<file path="config.mk">
export PLATFORM = sky130hd
export DESIGN_NAME = if_fetch_stage_flat
export DESIGN_NICKNAME = d
export VERILOG_FILES = /design/src/rtl/if_fetch_stage_if.sv /design/src/rtl/if_fetch_stage.sv /design/src/flat_wrapper.sv
export SDC_FILE = /design/constraint.sdc
export NUM_CORES = 1
export LEC_CHECK = 0
export BUFFER_PORTS_ARGS = -buffer_cell sky130_fd_sc_hd__buf_4
export CORE_MARGIN = 2
export CORE_UTILIZATION = 50
export CTS_CLUSTER_DIAMETER = 60
export CTS_CLUSTER_SIZE = 25
export DETAILED_ROUTE_END_ITERATION = 10
export PLACE_DENSITY = 0.78
export SLEW_MARGIN = 20
export SYNTH_ARGS = -nofsm -noshare
export SYNTH_HDL_FRONTEND = slang
export SYNTH_SLANG_ARGS = --single-unit
export TNS_END_PERCENT = 100
</file>
<file path="constraint.sdc">
create_clock -name clk -period 3.73 [get_ports clk]
set_clock_uncertainty 0.1 [all_clocks]
set_input_delay 0.373 -clock clk [delete_from_list [all_inputs] [get_ports clk]]
set_output_delay 0.373 -clock clk [all_outputs]
set_load 0.05 [all_outputs]
</file>
<file path="src/rtl/if_fetch_stage_if.sv">
`default_nettype none
// ---------------------------------------------------------------------------
// if_fetch_stage_if : instruction-memory request/ready bus
// Rev 1.0
// ---------------------------------------------------------------------------
interface if_fetch_stage_if;
   logic        imem_req;
   logic [31:0] imem_addr;
   logic        imem_ready;
   logic [31:0] imem_rdata;

   modport master (
      output imem_req,
      output imem_addr,
      input  imem_ready,
      input  imem_rdata
   );

   modport slave (
      input  imem_req,
      input  imem_addr,
      output imem_ready,
      output imem_rdata
   );
endinterface
`default_nettype wire

</file>
<file path="src/rtl/if_fetch_stage.sv">
`default_nettype none
// ---------------------------------------------------------------------------
// if_fetch_stage : MIPS IF stage - PC register, imem handshake, IF/ID register
// Optional IF_MISALIGN_CHECK_EN adds the sticky if_adel misaligned-fetch flag.
// Rev 1.0
// ---------------------------------------------------------------------------
module if_fetch_stage #(
   parameter logic [31:0] RESET_PC  = 32'h0000_3000,
   parameter logic [31:0] NOP_INSTR = 32'h0000_0000
) (
   input  logic              clk,
   input  logic              rstn,
   input  logic [31:0]       NPC,
   input  logic              stall,
   input  logic              flush,
   if_fetch_stage_if.master  imem,
   output logic [31:0]       PC,
   output logic [31:0]       ID_PC,
   output logic [31:0]       ID_Instr,
`ifdef IF_MISALIGN_CHECK_EN
   output logic              if_adel,
`endif
   output logic              ID_valid
);

   typedef enum logic [0:0] {
      S_FETCH = 1'b0,
      S_HOLD  = 1'b1
   } state_t;

   state_t      r_state, w_state_nx;
   logic        r_req_en;
   logic [31:0] r_pc, w_pc_nx;
   logic [31:0] r_id_pc, w_id_pc_nx;
   logic [31:0] r_id_instr, w_id_instr_nx;
   logic        r_id_valid, w_id_valid_nx;
   logic [31:0] r_skid_pc, w_skid_pc_nx;
   logic [31:0] r_skid_instr, w_skid_instr_nx;
   logic        w_req;
   logic        w_fire;

`ifdef IF_MISALIGN_CHECK_EN
   logic        r_adel, w_adel_nx;
   logic        w_misalign;

   assign w_misalign = (r_pc[1:0] != 2'b00);
   assign w_req      = r_req_en && (r_state == S_FETCH) && !w_misalign;
   assign if_adel    = r_adel;
`else
   // r_req_en keeps the request low for the first cycle after a reset edge
   assign w_req      = r_req_en && (r_state == S_FETCH);
`endif

   assign w_fire          = w_req && imem.imem_ready;
   assign imem.imem_req   = w_req;
   assign imem.imem_addr  = r_pc;
   assign PC              = r_pc;
   assign ID_PC           = r_id_pc;
   assign ID_Instr        = r_id_instr;
   assign ID_valid        = r_id_valid;

   always_comb begin
      w_state_nx      = r_state;
      w_pc_nx         = r_pc;
      w_id_pc_nx      = r_id_pc;
      w_id_instr_nx   = r_id_instr;
      w_id_valid_nx   = r_id_valid;
      w_skid_pc_nx    = r_skid_pc;
      w_skid_instr_nx = r_skid_instr;
`ifdef IF_MISALIGN_CHECK_EN
      w_adel_nx       = r_adel;
`endif
      if (flush) begin
         w_id_instr_nx = NOP_INSTR;
         w_id_valid_nx = 1'b0;
         w_state_nx    = S_FETCH;
         if (w_fire) begin
            w_pc_nx = NPC;
         end
`ifdef IF_MISALIGN_CHECK_EN
         w_adel_nx = 1'b0;
         if (w_misalign && (r_state == S_FETCH)) begin
            w_pc_nx = NPC;
         end
`endif
      end else if (r_state == S_HOLD) begin
         if (!stall) begin
            w_id_pc_nx    = r_skid_pc;
            w_id_instr_nx = r_skid_instr;
            w_id_valid_nx = 1'b1;
            w_state_nx    = S_FETCH;
         end
      end else if (w_fire) begin
         w_pc_nx = NPC;
         if (stall) begin
            // park the returned word so PC can move on while decode is held
            w_skid_pc_nx    = r_pc;
            w_skid_instr_nx = imem.imem_rdata;
            w_state_nx      = S_HOLD;
         end else begin
            w_id_pc_nx    = r_pc;
            w_id_instr_nx = imem.imem_rdata;
            w_id_valid_nx = 1'b1;
         end
      end else if (!stall) begin
         w_id_pc_nx    = r_pc;
         w_id_instr_nx = NOP_INSTR;
         w_id_valid_nx = 1'b0;
`ifdef IF_MISALIGN_CHECK_EN
         if (w_misalign) begin
            w_adel_nx = 1'b1;
         end
`endif
      end
   end

   always_ff @(posedge clk) begin
      if (!rstn) begin
         r_state      <= S_FETCH;
         r_req_en     <= 1'b0;
         r_pc         <= RESET_PC;
         r_id_pc      <= 32'h0000_0000;
         r_id_instr   <= NOP_INSTR;
         r_id_valid   <= 1'b0;
         r_skid_pc    <= 32'h0000_0000;
         r_skid_instr <= NOP_INSTR;
`ifdef IF_MISALIGN_CHECK_EN
         r_adel       <= 1'b0;
`endif
      end else begin
         r_state      <= w_state_nx;
         r_req_en     <= 1'b1;
         r_pc         <= w_pc_nx;
         r_id_pc      <= w_id_pc_nx;
         r_id_instr   <= w_id_instr_nx;
         r_id_valid   <= w_id_valid_nx;
         r_skid_pc    <= w_skid_pc_nx;
         r_skid_instr <= w_skid_instr_nx;
`ifdef IF_MISALIGN_CHECK_EN
         r_adel       <= w_adel_nx;
`endif
      end
   end

endmodule
`default_nettype wire

</file>
<file path="src/flat_wrapper.sv">
// flat-port wrapper written by rule: the top's interface ports become plain ports
module if_fetch_stage_flat 
#(
   parameter logic [31:0] RESET_PC  = 32'h0000_3000,
   parameter logic [31:0] NOP_INSTR = 32'h0000_0000
)
  (clk, rstn, NPC, stall, flush, PC, ID_PC, ID_Instr, ID_valid, imem_imem_req, imem_imem_addr, imem_imem_ready, imem_imem_rdata);
  if_fetch_stage_if imem_i ();
  input  logic clk;
  input  logic rstn;
  input  logic [31:0] NPC;
  input  logic stall;
  input  logic flush;
  output logic [31:0] PC;
  output logic [31:0] ID_PC;
  output logic [31:0] ID_Instr;
  output logic ID_valid;
  output wire logic [$bits(imem_i.imem_req)-1:0] imem_imem_req;
  output wire logic [$bits(imem_i.imem_addr)-1:0] imem_imem_addr;
  input wire logic [$bits(imem_i.imem_ready)-1:0] imem_imem_ready;
  input wire logic [$bits(imem_i.imem_rdata)-1:0] imem_imem_rdata;
  assign imem_imem_req = imem_i.imem_req;
  assign imem_imem_addr = imem_i.imem_addr;
  assign imem_i.imem_ready = imem_imem_ready;
  assign imem_i.imem_rdata = imem_imem_rdata;
  if_fetch_stage #(.RESET_PC(RESET_PC), .NOP_INSTR(NOP_INSTR)) u_core (.clk(clk), .rstn(rstn), .NPC(NPC), .stall(stall), .flush(flush), .imem(imem_i), .PC(PC), .ID_PC(ID_PC), .ID_Instr(ID_Instr), .ID_valid(ID_valid));
endmodule
</file>
* Word-level counts from Yosys, hierarchy flattened
Index checks and enable logic that the tools add are counted.
** Storage, ports and cells
- Register bits :: 163
- Input port bits :: 69
- Output and inout bits :: 130
- Logic and storage cells :: 38
** Operators by class
- Equality and inequality tests :: 2
- Muxes and demuxes :: 19
- Bitwise operators :: 4
- Reductions and logical operators :: 5
** Operators with widths (number)
- $mux 32 :: 11
- $mux 1 :: 8
- $not 1->1 :: 4
- $reduce_and 4->1 :: 1
- $ne 3x1->1 const B :: 1
- $logic_and 1x1->1 :: 2
- $ne 2x2->1 const B :: 1
- $reduce_and 2->1 :: 1
- $reduce_or 2->1 :: 1

* Depth between registers and ports, before layout
Gate-level depths: netlist of the first run.
- Depth after elaboration :: 6
- Mapped depth :: 6
- Gate-level depth less buffers :: 3

* Worst setup path after synthesis of the first run
OpenSTA, ideal clock, no wires.
- Kind :: register to output
- Start :: reg u_core.r_state
- End :: out imem_imem_req
- Arrival :: 1466 ps
- Required time :: 3257 ps
- Path slack :: 1791 ps
- Stages on the path, launching flop included :: 5
- Buffers on the path :: 3
- Cells stage by stage :: dfxtp_1 clkbuf_2 buf_2 buf_2 nor2b_1
** On the way
- Longest elaborated chain between the ends :: 2
** RTL lines
- start, declared :: RTL line if_fetch_stage.sv:31 : state_t r_state, w_state_nx;
- start signal, assigned :: RTL line if_fetch_stage.sv:131 : r_state <= w_state_nx;
- $not 1->1 (no source line)
- $logic_and 1x1->1 :: RTL line if_fetch_stage.sv:51 : assign w_req = r_req_en && (r_state == S_FETCH);
- end, declared :: RTL line flat_wrapper.sv:18 : output wire logic [$bits(imem_i.imem_req)-1:0] imem_imem_req;
No other way between the ends.

* Worst setup path in the final report of the first run
- Start :: reg u_core.r_state
- End :: reg u_core.r_skid_instr[22]
** On the way
- Longest elaborated chain between the ends :: 4
** RTL lines
- $not 1->1 (no source line) *
- $logic_and 1x1->1 :: RTL line if_fetch_stage.sv:51
- $logic_and 1x1->1 :: RTL line if_fetch_stage.sv:54 : assign w_fire = w_req && imem.imem_ready;
- $reduce_and 4->1 (no source line) *
- end signal, assigned :: RTL line if_fetch_stage.sv:138 : r_skid_instr <= w_skid_instr_nx;
- end, declared :: RTL line if_fetch_stage.sv:38 : logic [31:0] r_skid_instr, w_skid_instr_nx;
Mark *: on every way between the ends. The rest lies on a longest branch, timed or not.
A chain may end at the register's enable or synchronous reset.

==> flow_summary.json, run 1 <==
{
  "antenna_cells": 0,
  "power_density_nw_per_um2": 486,
  "yosysWarnings": 0,
  "wl_met1_um": 7000,
  "p_sw_uw": 1130,
  "endpoint_kind": "flip-flop",
  "crit_family": "simple AND/OR/NAND/NOR gates",
  "p_int_uw": 3120,
  "drt_iter0_drc": 409,
  "holdWs_ps": 82.4,
  "worstMarginPinSlew_ps": 998,
  "finalSetupTns_ps": 0,
  "gp_congestion": 0.733,
  "io-pin-count": 199,
  "synthCells": 749,
  "cpMaxStageDelayCell": "dfxtp_4",
  "dpl_worst_slack_ps": 1160,
  "io_buffers": 198,
  "cts_made_buffers": 17,
  "vias_per_cell": 5.18,
  "initial_core_util_pct": 50.7,
  "dr_total_vias": 5550,
  "final_layout_size_suffix_gt1_share_pct": 26.9,
  "finalHoldViolCount": 0,
  "hold_buffers": 0,
  "ys_seq_area_share_pct": 46.9,
  "area_growth_pct": 25.8,
  "avgSynthCellArea_um2": 9.29,
  "die-area_um2": 14900,
  "slowest_delay_ps": 600,
  "dr_wl_met2_um": 7450,
  "crit_required_ps": 3970,
  "worst_ir_drop_vdd_v": 0.000290,
  "synthDistinctLibCells": 22,
  "place_hpwl_um": 9810,
  "outcome": "finished clean",
  "crit_type": "flip-flop to flip-flop",
  "final.setup.worst_slack_ps": 1130,
  "ys_ff_latch": 163,
  "slew_violations": 0,
  "regArea_um2": 3270,
  "post-route-period-util_pct": 69.7,
  "wl_um": 15600,
  "min_period_ps": 2600,
  "grt_pass1_vias": 4854,
  "cts_resized": 0,
  "synthTopCellsByArea": "dfxtp_1, mux2i_1, nand2_1, o211a_1, a221oi_1",
  "top_layer_used": "met4",
  "rsz0062_at_grt": "no",
  "relSlewSlack_pct": 33.5,
  "cts_root_buf": "clkbuf_16",
  "cts.sinks": 163,
  "antenna_found_initial": 0,
  "drv_cap": 0,
  "synthesis.nets": 818,
  "cp.buffers_inverters": 1,
  "wl_per_cell_um": 14.5,
  "grt_overflow_total": 0,
  "min_path_type": "input pin to flip-flop",
  "swShare_pct": 26.6,
  "die_h_um": 122,
  "die_x_um": 122,
  "leakagePower_uw": 0.00385,
  "arrival_ps": 2840,
  "netlist.area_leader.share_pct": 46.9,
  "path_clk_slew_ps": 60,
  "insertion_delay_ps": 410,
  "nNetsFinal": 948,
  "seq_power_share_pct": 43.6,
  "p_clk_share_pct": 41.6,
  "cp-start-kind": "flip-flop",
  "postCtsSetupBuffers": 0,
  "grt_max_degree": 93,
  "multi_input_area_um2": 3100,
  "htreeDepth": 4,
  "netlist_area_um2": 6960,
  "first_pass_iters": 5,
  "ant_nets": 0,
  "wl_met3_um": 941,
  "fillers": 1160,
  "cts_tree": "done",
  "combinationalPowerShare_pct": 14.8,
  "drt_drc_violations_left": 0,
  "core-area_um2": 13700,
  "grt_usage_pct": 20.6,
  "num_rows": 43,
  "fmax_ghz": 0.384,
  "synth_area_leader_cell": "dfxtp_1",
  "setup_viol": 0,
  "clock_path_buffers": 2,
  "crit_chain": "nand3b_4, nor3b_4, buf_4, mux2i_1",
  "grt_pass1_wl_um": 24300,
  "crit_fanout": 69
}
## power by group through the flow
stage	clock network [uW]	logic (uW)	registers [uW]
floorplan	0	286	2050
global placement	0	626	1890
detailed placement	0	631	1890
CTS	1800	633	1850
global route	1890	668	1860
finish	1770	629	1850
## final cells by class
class                   instances  area share (%)
flip-flops and latches        163            37.3
clock inverters                 9            1.46
repair buffers                206            17.8
well taps                     180            2.57
multi-input cells             491            35.4
clock buffers                  23            5.46
## routing by layer
metal	global-route usage, %	up-vias
met5	0	-
met1	27.6	2617
li1	-	2769
met3	5.01	18
met4	6.54	0
met2	32.7	146
## cell usage after synthesis (all sizes together)
library cell  instances
clkbuf               35
o211a                32
nor2b                34
nand2               224
a21boi               30
a221oi               32
nor3                 34
dfxtp               163
buf                  60
nand2b                1
nor2                  2
nor3b                 2
nand3                 2
mux2i                96
nand3b                1
and3b                 1
## path summary, 6_finish.rpt
path	cells after the start	to	slack, ps	from
max	4	u_core.r_skid_instr[22]	1130	u_core.r_state
min reg2reg	2	u_core.r_skid_instr[30]	360	u_core.r_skid_instr[30]
min	3	u_core.PC[12]	80	NPC[12]
max reg2reg	4	u_core.r_skid_instr[22]	1130	u_core.r_state
## registers in the layout, indices dropped and copies added, names as in the netlist
name and cells:
u_core.ID_PC 32, u_core.ID_Instr 32, u_core.r_skid_pc 32, u_core.r_req_en 1
u_core.ID_valid 1, u_core.r_skid_instr 32, u_core.PC 32, u_core.r_state 1
## stage by stage
step / instance area [um2] / utilization (%) / total power, uW / std cells
2_1_floorplan: 6960 / - / 2340 / 749
3_3_place_gp: 8150 / 59.4 / 2520 / 1040
3_5_place_dp: 8150 / 59.4 / 2520 / 1040
4_1_cts: 8750 / 63.8 / 4290 / 1072
5_1_grt: 8750 / 63.8 / 4420 / 1072
6_report: 8750 / 63.8 / 4250 / 1072
## worst min-delay path, stage by stage
cell and delay, ps:
buf_4 80, nand2_1 40, nand3_1 70
## logic make-up after synthesis
group	share of synthesized area, %
and+or+nand+nor	18.6
DFF	46.9
buffers and inverters	8.81
muxes	13.8
AOI/OAI and AO/OA	11.9
## cells in the final DEF (no fill, tap or decap), drive strengths merged
master      n
nand2     224
buf       206
dfxtp     163
mux2i      96
nor2b      34
nor3       34
a221oi     32
o211a      32
a21boi     30
clkbuf     23
clkinvlp    3
clkinv      3
bufinv      3
nand3       2
nor3b       2
nor2        2
nand3b      1
and3b       1
nand2b      1
Power figures use the tool's default switching activity.
==> inputs of run 2 (changes only) <==
Settings changed: ABC_AREA set to 1, CORE_UTILIZATION 50 to 47, PLACE_DENSITY 0.78 to 0.77.
Clock period 3.73 ns to 2.15 ns, I/O delays scaled along.
==> flow_summary.json, run 2 <==
{
  "outcome": "finished clean",
  "place_hpwl_um": 10400,
  "netlist.area_leader.share_pct": 47.5,
  "ys_seq_area_share_pct": 47.5,
  "htreeDepth": 4,
  "crit_type": "flip-flop to output pin",
  "synthDistinctLibCells": 17,
  "grt_pass1_wl_um": 29000,
  "initial_core_util_pct": 47.7,
  "crit_fanout": 48,
  "io_buffers": 198,
  "area_growth_pct": 36.8,
  "cts_root_buf": "clkbuf_16",
  "grt_usage_pct": 22.3,
  "drv_cap": 0,
  "synthSimpleGateAreaFrac_pct": 23.8,
  "cts_tree": "done",
  "arrival_ps": 1520,
  "dr_total_vias": 6650,
  "finalHoldViolCount": 0,
  "post-route-period-util_pct": 85.4,
  "nNetsFinal": 1246,
  "hp-start": "NPC[31]",
  "yosysWarnings": 0,
  "multi_input_area_um2": 2680,
  "synthMuxAreaShare_pct": 0,
  "num_rows": 44,
  "synth-compound-area-share_pct": 15.1,
  "synth_top_family_by_area": "simple AND/OR/NAND/NOR gates",
  "min_period_ps": 1840,
  "gp_congestion": 0.751,
  "cts_made_buffers": 17,
  "die-area_um2": 15600,
  "synthCells": 981,
  "final_cell_area_um2": 9400,
  "yosys_most_used_dff": "dfxtp_1",
  "grt_pass1_vias": 6039,
  "regArea_um2": 3270,
  "worst_ir_drop_vdd_v": 0.000551,
  "drt_drc_violations_left": 0,
  "first_pass_iters": 5,
  "drt_iter0_drc": 456,
  "synth_area_leader_cell": "dfxtp_1",
  "final_layout_size_suffix_gt1_share_pct": 20.8,
  "finalSetupTns_ps": 0,
  "slew_violations": 0,
  "ant_nets": 0,
  "whs_path_depth": 3,
  "async_flop_share_pct": 0,
  "grt_overflow_total": 0,
  "reg2reg_slack_ps": 530,
  "layout_common_cells": "nand2_1, buf_4, dfxtp_1, nor2_1, inv_1",
  "power_density_nw_per_um2": 815,
  "worstMarginPinSlew_ps": 517,
  "setup_viol": 0,
  "place_area_um2": 8190,
  "insertion_delay_ps": 420,
  "rr_startpoint": "u_core.r_state",
  "wl_um": 17600,
  "synth_edf_count": 0,
  "clock_path_buffers": 2,
  "relSlewSlack_pct": 65.5,
  "cp-start-kind": "flip-flop",
  "synth_fa_ha_area_share_pct": 0,
  "hold_end": "u_core.PC[31]",
  "antenna_found_initial": 0,
  "netlist_area_um2": 6870,
  "ys_ff_latch": 163,
  "synthTopCellsByCount": "nand2_1, dfxtp_1, nor2_1",
  "fillers": 1202,
  "cts.sinks": 163,
  "grt_max_degree": 84,
  "core-area_um2": 14400,
  "leakagePower_uw": 0.00453,
  "io-pin-count": 199,
  "min_path_type": "input pin to flip-flop",
  "antenna_cells": 0,
  "avgSynthCellArea_um2": 7.01,
  "die_h_um": 125,
  "postCtsSetupBuffers": 0,
  "synthesis.nets": 1050,
  "die_x_um": 125,
  "wl_per_cell_um": 12.8,
  "endpoint_kind": "output pin",
  "synthXorXnorAreaFrac_pct": 0,
  "synth_most_common_cell": "nand2_1",
  "path_clk_slew_ps": 60,
  "rsz0062_at_grt": "no",
  "r2r_end": "u_core.ID_Instr[27]",
  "fmax_ghz": 0.545,
  "final_common_cell": "nand2_1",
  "ff2ff_path_depth": 6,
  "vias_per_cell": 4.84,
  "synthTopCellsByArea": "dfxtp_1, nand2_1, nor2_1, a21oi_1, inv_1",
  "crit_required_ps": 1840
}
[run 2: changes by cell type after synthesis, sizes merged, moves of 34 or more]
cell	change
nand2	+70
mux2i	-96
inv	+101
o21ai	+62
nor3	-34
a21oi	+94
nor2b	-34
o211ai	+34
nor2	+130
[run 2: layer usage]
| metal | vias up | GRT usage, % | share of wire, % |
|---|---|---|---|
| li1 | 3403 | - | - |
| met1 | 2995 | 28.8 | 46 |
| met2 | 233 | 37.5 | 47 |
| met3 | 19 | 4.84 | 6.0 |
| met4 | 0 | 7.06 | 1.4 |
| met5 | - | 0 | 0 |
[run 2: timing repair]
| action | 4_1_cts | 5_1_grt |
|---|---|---|
| endpoints found under the hold margin | 82 | 1 |
| resized for setup | 0 | 0 |
| hold buffers | 62 | 1 |
| endpoints found under the setup margin | 0 | 0 |
[run 2: worst max-delay path by stage]
| stage | from | end | slack (ps) | cells after the start |
|---|---|---|---|---|
| 2_1_floorplan | u_core.r_state | imem_imem_req | 420 | 4 |
| 3_3_place_gp | stall | u_core.r_skid_instr[11] | 550 | 7 |
| 3_5_place_dp | stall | u_core.r_skid_instr[22] | 500 | 7 |
| 4_1_cts | u_core.r_state | imem_imem_req | 280 | 3 |
| 5_1_grt | u_core.r_state | imem_imem_req | 220 | 3 |
| 6_report | u_core.r_state | imem_imem_req | 310 | 3 |
[run 2: power breakdown]
part	internal, uW	total, uW	switching (uW)
registers	3170	3260	93.3
clock network	1720	2950	1230
logic	495	1450	952
total	5390	7660	2270
[run 2: metrics by stage]
| step | setup slack, ps | total power, uW | hold slack (ps) | cells | utilization (%) |
|---|---|---|---|---|---|
| global placement | 547 | 4660 | 335 | 1279 | 56.8 |
| CTS | 275 | 7720 | 0.916 | 1373 | 65.1 |
| global route | 220 | 7970 | 4.90 | 1374 | 65.2 |
| floorplan | 422 | 4290 | 143 | 981 | - |
| finish | 314 | 7660 | 11.5 | 1374 | 65.2 |
| detailed placement | 503 | 4680 | 337 | 1279 | 56.8 |
[run 2: logic make-up (layout without fill, tap and decap cells)]
kind of cell,Yosys count,count (layout)
compound gates,190,190
flops,163,163
buf+inv,198,407
simple gates,430,430
[run 2: layout make-up]
type / count / area share (%)
Clock inverter: 10 / 1.06
Sequential cell: 163 / 34.7
Tap cell: 184 / 2.45
Clock buffer: 22 / 5.15
Multi-Input combinational cell: 620 / 28.5
Inverter: 102 / 4.07
Timing Repair Buffer: 273 / 24.0
[run 2: worst max-delay path, stage by stage, from the launching register on]
cell and delay [ps]:
dfxtp_4 350, buf_4 410, nor2_1 130, buf_4 210
==> inputs of run 3 (changes only) <==
Settings changed: REMOVE_ABC_BUFFERS set to 1.
==> flow_summary.json, run 3 (synthesis gave the netlist of run 2 again) <==
{
  "place_area_um2": 8190,
  "wl_um": 17800,
  "min_period_ps": 1790,
  "vias_per_cell": 4.87,
  "whs_path_depth": 3,
  "setup_viol": 0,
  "final_common_cell": "nand2_1",
  "gp_congestion": 0.820,
  "drt_iter0_drc": 408,
  "path_clk_slew_ps": 60,
  "combinationalPowerShare_pct": 18.0,
  "place_hpwl_um": 10200,
  "final.setup.worst_slack_ps": 362,
  "p_sw_uw": 2220,
  "power_density_nw_per_um2": 849,
  "htreeDepth": 4,
  "p_clk_share_pct": 41.2,
  "die_h_um": 125,
  "post-route-period-util_pct": 83.2,
  "cts_tree": "done",
  "rr_startpoint": "u_core.r_state",
  "final_cell_area_um2": 9440,
  "num_rows": 44,
  "fillers": 1250,
  "postCtsSetupBuffers": 0,
  "worstMarginPinSlew_ps": 627,
  "cts_root_buf": "clkbuf_16",
  "dpl_worst_slack_ps": 429,
  "min_path_type": "input pin to flip-flop",
  "io_buffers": 198,
  "reg2reg_slack_ps": 390,
  "ant_nets": 0,
  "leakagePower_uw": 0.00456,
  "endpoint_kind": "output pin",
  "insertion_delay_ps": 410,
  "drt_drc_violations_left": 0,
  "drv_cap": 0,
  "holdWs_ps": 7.48,
  "outcome": "finished clean",
  "fmax_ghz": 0.559,
  "grt_max_degree": 130,
  "finalHoldViolCount": 0,
  "cts.sinks": 163,
  "dr_total_vias": 6673,
  "io-pin-count": 199,
  "swShare_pct": 27.7,
  "rsz0062_at_grt": "no",
  "nNetsFinal": 1242,
  "die_x_um": 125,
  "die-area_um2": 15600,
  "fin_total_pwr_uw": 8010,
  "grt_pass1_vias": 6147,
  "ff2ff_path_depth": 6,
  "hp-start": "NPC[22]",
  "grt_usage_pct": 22.8,
  "r2r_end": "u_core.ID_Instr[20]",
  "crit_type": "flip-flop to output pin",
  "grt_pass1_wl_um": 29600,
  "crit_required_ps": 1840,
  "core-area_um2": 14400,
  "relSlewSlack_pct": 58.2,
  "slew_violations": 0,
  "arrival_ps": 1470,
  "clock_path_buffers": 2,
  "hold_end": "u_core.PC[22]",
  "grt_overflow_total": 0,
  "worst_ir_drop_vdd_v": 0.000497,
  "cts_resized": 0,
  "cts_made_buffers": 17,
  "crit_fanout": 97,
  "layout_common_cells": "nand2_1, buf_4, dfxtp_1, nor2_1, inv_1",
  "first_pass_iters": 7,
  "area_growth_pct": 37.3,
  "seq_power_share_pct": 40.7,
  "p_int_uw": 5790,
  "antenna_found_initial": 1,
  "cp-start-kind": "flip-flop",
  "final_layout_size_suffix_gt1_share_pct": 20.8,
  "wl_per_cell_um": 13.0,
  "hold_buffers": 59,
  "initial_core_util_pct": 47.7
}
[run 3: cell types whose count changed in the layout (fill, tap and decap cells not counted), sizes merged]
cell,delta
clkbuf,+2
diode,+1
clkinvlp,-4
clkinv,-1
bufinv,+3
dlygate4sd3,-4
[run 3: metrics by stage]
step	utilization, %	setup TNS [ps]	cells
3_5_place_dp	56.8	0	1279
6_report	65.4	0	1371
4_1_cts	65.4	0	1370
5_1_grt	65.4	0	1371
2_1_floorplan	-	-234010	885
3_3_place_gp	56.8	0	1279
[run 3: power by group through the flow]
stage,clock (uW),combinational [uW],sequential (uW)
after floorplan,0,342,3840
after global placement,0,1340,3320
after detailed placement,0,1350,3320
after CTS,3350,1440,3260
after global routing,3490,1550,3280
final,3300,1450,3260
[run 3: layout make-up]
cell class	count	area, um2	share of cell area (%)
antenna	1	2.50	0.0265
inverter	102	383	4.06
sequential	163	3270	34.6
multi-input combinational	620	2680	28.4
timing repair buffer	269	2220	23.5
clock buffer	24	512	5.42
tap	184	230	2.44
clock inverter	8	144	1.52
[run 3: metal layers]
layer  track usage, %  vias up  wire (um)
li1                 -     3389          -
met1             29.1     2987       7820
met2             37.5      261       8250
met3             5.78       36       1290
met4             8.82        0        416
met5                0        -          0
[run 3: worst max path at each step]
| stage | start | to | slack, ps | cells after the start |
|---|---|---|---|---|
| global route | u_core.r_state | imem_imem_req | 250 | 3 |
| detailed placement | u_core.r_state | u_core.ID_Instr[20] | 430 | 6 |
| floorplan | u_core.r_state | u_core.r_skid_instr[0] | -2500 | 6 |
| global placement | u_core.r_state | u_core.ID_Instr[0] | 500 | 6 |
| finish | u_core.r_state | imem_imem_req | 360 | 3 |
| CTS | u_core.r_state | imem_imem_req | 320 | 3 |
[run 3: critical path, stage by stage, from the launching register on]
cell and delay, ps:
dfxtp_4 360, buf_12 330, nor2_1 140, buf_4 220
